## config.mk

```make
export PLATFORM = sky130hd
export DESIGN_NAME = ss_pixel_locator
export DESIGN_NICKNAME = d
export VERILOG_FILES = /design/src/rtl/ss_pixel_locator.sv
export SDC_FILE = /design/constraint.sdc
export NUM_CORES = 1
export LEC_CHECK = 0
export ABC_CLOCK_PERIOD_IN_PS = 2400
export CORE_UTILIZATION = 47
export CTS_CLUSTER_SIZE = 20
export DETAILED_ROUTE_END_ITERATION = 10
export GPL_ROUTABILITY_DRIVEN = 1
export PLACE_DENSITY = 0.76
export SETUP_SLACK_MARGIN = 0.02
export SLEW_MARGIN = 20
export SYNTH_ARGS = -nofsm -noshare
export SYNTH_HDL_FRONTEND = slang
export SYNTH_SLANG_ARGS = --single-unit
```

## constraint.sdc

```tcl
create_clock -name CLK -period 2.4 [get_ports CLK]
set_input_delay 0.48 -clock CLK [delete_from_list [all_inputs] [get_ports CLK]]
set_output_delay 0.48 -clock CLK [all_outputs]
set_load 0.1 [all_outputs]
```

## src/rtl/ss_pixel_locator.sv

```systemverilog
// Spaceship pixel locator: frame-synchronous commit of sprite position/angle plus per-pixel window test.
// Optional macro SS_BLINK_EN gates sprite visibility with the blink input.
module ss_pixel_locator #(
  parameter int SS_SIZE      = 36,
  parameter int H_ACTIVE     = 640,
  parameter int V_ACTIVE     = 480,
  parameter int ANGLE_AMOUNT = 16,
  parameter int ROT_FRAMES   = 8,
  parameter int X_INIT       = 302,
  parameter int Y_INIT       = 222
) (
  input  logic       CLK,
  input  logic       RST,
  input  logic [9:0] hc,
  input  logic [9:0] vc,
  input  logic       frame_start,
  input  logic       rot_left,
  input  logic       rot_right,
  input  logic [9:0] pos_x,
  input  logic [9:0] pos_y,
  input  logic       pos_valid,
  input  logic       blink,
  output logic       pos_pending,
  output logic       is_SS_in_pixel,
  output logic [9:0] SS_hc,
  output logic [9:0] SS_vc,
  output logic [3:0] SS_angle
);

  localparam int         HOLD_W    = (ROT_FRAMES > 1) ? $clog2(ROT_FRAMES) : 1;
  localparam logic [HOLD_W-1:0] HOLD_LAST = HOLD_W'(ROT_FRAMES - 1);
  localparam logic [9:0] X_MAX     = 10'(H_ACTIVE - SS_SIZE);
  localparam logic [9:0] Y_MAX     = 10'(V_ACTIVE - SS_SIZE);
  localparam logic [3:0] ANGLE_MSK = 4'(ANGLE_AMOUNT - 1);

  logic [9:0]        r_x, r_y, r_sx, r_sy;
  logic              r_pend;
  logic [HOLD_W-1:0] r_hold;
  logic [3:0]        r_angle;
  logic [3:0]        r_frame_cnt;
  logic              r_in;
  logic [9:0]        r_ss_hc, r_ss_vc;

  logic [9:0]  w_clamp_x, w_clamp_y;
  logic [10:0] w_x_end, w_y_end;
  logic        w_in, w_show, w_one_btn;

  assign w_clamp_x = (pos_x > X_MAX) ? X_MAX : pos_x;
  assign w_clamp_y = (pos_y > Y_MAX) ? Y_MAX : pos_y;
  assign w_one_btn = rot_left ^ rot_right;

  // Window bounds are 11 bits so X+SS_SIZE cannot wrap.
  assign w_x_end = {1'b0, r_x} + 11'(SS_SIZE);
  assign w_y_end = {1'b0, r_y} + 11'(SS_SIZE);
  assign w_in    = ({1'b0, hc} >= {1'b0, r_x}) && ({1'b0, hc} < w_x_end) &&
                   ({1'b0, vc} >= {1'b0, r_y}) && ({1'b0, vc} < w_y_end);

`ifdef SS_BLINK_EN
  assign w_show = w_in && !(blink && r_frame_cnt[3]);
`else
  logic w_unused;
  assign w_unused = ^{blink, r_frame_cnt};
  assign w_show   = w_in;
`endif

  always_ff @(posedge CLK) begin
    if (RST) begin
      r_x         <= 10'(X_INIT);
      r_y         <= 10'(Y_INIT);
      r_sx        <= 10'(X_INIT);
      r_sy        <= 10'(Y_INIT);
      r_pend      <= 1'b0;
      r_hold      <= '0;
      r_angle     <= 4'd0;
      r_frame_cnt <= 4'd0;
      r_in        <= 1'b0;
      r_ss_hc     <= 10'd0;
      r_ss_vc     <= 10'd0;
    end else begin
      if (frame_start) begin
        r_frame_cnt <= r_frame_cnt + 4'd1;
        // A strobe on the commit cycle bypasses the shadow entirely.
        if (pos_valid) begin
          r_x    <= w_clamp_x;
          r_y    <= w_clamp_y;
          r_sx   <= w_clamp_x;
          r_sy   <= w_clamp_y;
          r_pend <= 1'b0;
        end else if (r_pend) begin
          r_x    <= r_sx;
          r_y    <= r_sy;
          r_pend <= 1'b0;
        end
        if (w_one_btn) begin
          if (r_hold == HOLD_LAST) begin
            r_hold  <= '0;
            r_angle <= (rot_right ? r_angle + 4'd1 : r_angle - 4'd1) & ANGLE_MSK;
          end else begin
            r_hold <= r_hold + 1'b1;
          end
        end else begin
          r_hold <= '0;
        end
      end else if (pos_valid) begin
        r_sx   <= w_clamp_x;
        r_sy   <= w_clamp_y;
        r_pend <= 1'b1;
      end
      r_in    <= w_show;
      r_ss_hc <= w_show ? (hc - r_x) : 10'd0;
      r_ss_vc <= w_show ? (vc - r_y) : 10'd0;
    end
  end

  assign pos_pending    = r_pend;
  assign is_SS_in_pixel = r_in;
  assign SS_hc          = r_ss_hc;
  assign SS_vc          = r_ss_vc;
  assign SS_angle       = r_angle;

endmodule

```

==> results of run 1 <==
==> per-stage QoR <==
step | hold WS (ps) | cell area (um2) | TNS [ps]
after global placement | 452 | 5150 | -4930
after global routing | 508 | 5580 | -7890
final | 472 | 5580 | -3500
after floorplan | 435 | 3900 | -11.1
after CTS | 476 | 5480 | -1670
after detailed placement | 458 | 5150 | -6170
==> final cells by class <==
type,count,area [um2]
clock buffers,11,141
clock inverters,5,60.1
fillers,615,2270
repair buffers,158,1320
inverters,33,124
flip-flops and latches,69,1390
well taps,102,128
multi-input cells,322,2410
==> flip-flops by register name (all words and copies together), names as in the netlist <==
register / cells
SS_hc: 10
SS_vc: 10
r_sx: 10
r_sy: 10
r_x: 10
r_y: 10
SS_angle: 4
r_hold: 3
is_SS_in_pixel: 1
pos_pending: 1
==> metal layers <==
layer | global-route usage | wire [um] | part of all wire
met3 | 0.0411 | 522 | 0.052
met5 | 0 | 0 | 0
met2 | 0.408 | 4850 | 0.48
met1 | 0.293 | 4370 | 0.43
met4 | 0.118 | 329 | 0.033
==> cell usage in the layout (no fill, tap or decap), types with 5 or more instances in the layout <==
cell type	instances
ha_1	40
xor2_1	8
clkdlybuf4s50_1	45
nand2b_1	13
nand3_1	9
o21ai_0	14
nand2_1	13
inv_2	6
clkbuf_8	10
a211oi_1	11
nor2b_1	9
a21oi_1	23
dfxtp_2	6
dfxtp_1	63
o21bai_1	5
a21o_1	5
nor3_1	18
o21a_1	5
o22ai_1	9
buf_4	106
nor2_1	39
xnor2_1	21
inv_1	27
nand4_1	5
o21ai_2	5
==> worst paths after layout <==
check / from / to / slack [ps] / cells past startpoint
min reg2reg: r_y[7] / r_y[7] / 470 / 1
max reg2reg: r_y[3] / SS_vc[6] / -250 / 12
min: r_y[7] / r_y[7] / 470 / 1
max: r_y[3] / SS_vc[6] / -250 / 12
==> worst reg2reg max path, cell delays in order, from the launching register on <==
cell	delay, ps
dfxtp_2	360
inv_2	50
nor3_4	210
o21ai_2	90
or3_1	320
xnor2_1	140
ha_1	320
a211oi_2	200
o21ai_1	130
o21ai_2	170
o221ai_2	150
buf_6	170
nor4b_4	260
==> kinds of logic (layout without fill, tap and decap cells) <==
group,after synthesis,after routing,share of synthesized area
buf+inv,51,207,0.0522
simple gates,133,133,0.176
fa+ha+maj,45,45,0.151
compound gates,112,112,0.192
xor+xnor,30,30,0.0677
flops,69,69,0.356
mux,2,2,0.00516
==> cells in the mapped netlist, types with 9 or more instances <==
library cell  instances  share of area
nor2_1               40          0.039
nor3_1               24          0.031
a211oi_1             12          0.023
dfxtp_1              69           0.36
nand2_1              13          0.013
o22ai_1               9          0.015
o21ai_0              18          0.023
clkbuf_1             12          0.012
a21oi_1              26          0.034
nand2b_1             13          0.021
nand3_1               9          0.012
ha_1                 42           0.14
xnor2_1              22          0.050
inv_1                33          0.032
nor2b_1              10          0.016
==> report_power, final <==
group / switching (mW) / internal [mW]
combinational: 0.571 / 0.527
sequential: 0.0289 / 1.20
clock: 0.455 / 0.511
total: 1.05 / 2.24
==> what timing repair did <==
| item | CTS | global route |
|---|---|---|
| gates resized for setup | 16 | 20 |
| gates cloned | 2 | 0 |
| hold endpoints to repair | 0 | 0 |
| endpoints found under the setup margin | 21 | 21 |
| setup buffers | 8 | 4 |
| pin swaps | 14 | 8 |
==> flow_metrics.env, run 1 <==
export IMPL_outcome="finished with violations"
export IMPL_violations="negative setup slack"
export IMPL_maxCapViolations=0
export IMPL_worst_pin_slew_ps=429
export IMPL_ir_drop_mv=0.297
export IMPL_synth_cell_types=55
export IMPL_clock_latency_ps=340
export IMPL_num_antenna_cells=0
export IMPL_worstSetupPathType="reg -> reg"
export IMPL_min_path_type="reg -> reg"
export IMPL_cts_sinks=69
export IMPL_synth_avg_cell_area_um2=8.78
export IMPL_io_pins=73
export IMPL_grt_first_pass_wirelength_um=16600
export IMPL_final_core_util=0.711
export IMPL_syn_cell_area_um2=3880
export IMPL_area_growth_pct=43.8
export IMPL_num_rows=32
export IMPL_fin_nets=685
export IMPL_clk_pin_slew_ps=70
export IMPL_syn_num_nets=534
export IMPL_final_cells=700
export IMPL_first_iter_violations=127
export IMPL_cpPeakStageDelay_ps=360
export IMPL_async_flop_share=0
export IMPL_worstPathRequired_ps=2660
export IMPL_cts_htree_levels=3
export IMPL_start_util=0.494
export IMPL_max_freq_mhz=378
export IMPL_via_per_inst=5.32
export IMPL_place_ws_ps=-419
export IMPL_powerDensity_nw_per_um2=590
export IMPL_cp_common_cell="o21ai_2"
export IMPL_cts_tree="built"
export IMPL_grt_overflow=0
export IMPL_netlist_instances=442
export IMPL_dr_total_vias=3721
export IMPL_root_buffer="clkbuf_8"
export IMPL_ctsHoldBuffers=0
export IMPL_dpl_hpwl_um=6960
export IMPL_drt_pass1_iterations=4
export IMPL_cp_end_kind="register"
export IMPL_cp_top_family="simple AND/OR/NAND/NOR gates"
export IMPL_synth_seq_cells=69
export IMPL_p_leak_nw=2.48
export IMPL_port_buffers=71
export IMPL_setup_viol=21
export IMPL_critPathLaunchType="register"
export IMPL_path_cells="inv_2 > nor3_4 > o21ai_2 > or3_1 > xnor2_1 > ha_1 > a211oi_2 > o21ai_1 > o21ai_2 > o221ai_2 > buf_6 > nor4b_4"
export IMPL_cp_slowest_cell="dfxtp_2"
export IMPL_cts_made_buffers=9
export IMPL_grt_max_degree=49
export IMPL_period_share=1.10
export IMPL_antenna_found_initial=0
export IMPL_drc_errors=0
export IMPL_finalWirelength_um=10100
export IMPL_wl_per_cell_um=14.4
export IMPL_cp_num_buf_inv=2
export IMPL_ys_warn_count=0
export IMPL_place_congestion=0.840
export IMPL_grt_pass1_vias=3729
export IMPL_dp_cells=671
export IMPL_coreArea_um2=7850
export IMPL_drv_slew=0
export IMPL_hold_viol_final=0
export IMPL_rsz0062_at_grt="yes"
export IMPL_finClkSkew_ps=9.75
export IMPL_track_usage=0.241
export IMPL_die_h_um=92.9
export IMPL_setup_ws_ps=-246
export IMPL_p_total_mw=3.29
export IMPL_clockBufferDepth=2
export IMPL_layout_drive_gt1_share=0.288
export IMPL_synth_edf_count=0
export IMPL_ys_flop_type="dfxtp_1"
export IMPL_period_minus_slack_ps=2650
export IMPL_die_x_um=92.9
export IMPL_final_antenna_net_count=0
export IMPL_crit_fanout=5
export IMPL_slew_headroom=0.714
export IMPL_ys_seq_area_frac=0.356
export IMPL_dieArea_um2=8620
export IMPL_crit_arrival_ps=2900
(Power assumes the default switching activity.)
==> run 2: changes to the inputs <==
- CAP_MARGIN: unset -> 5
==> results of run 2 <==
No change in the layout: final DEF, timing and power equal those of run 1.
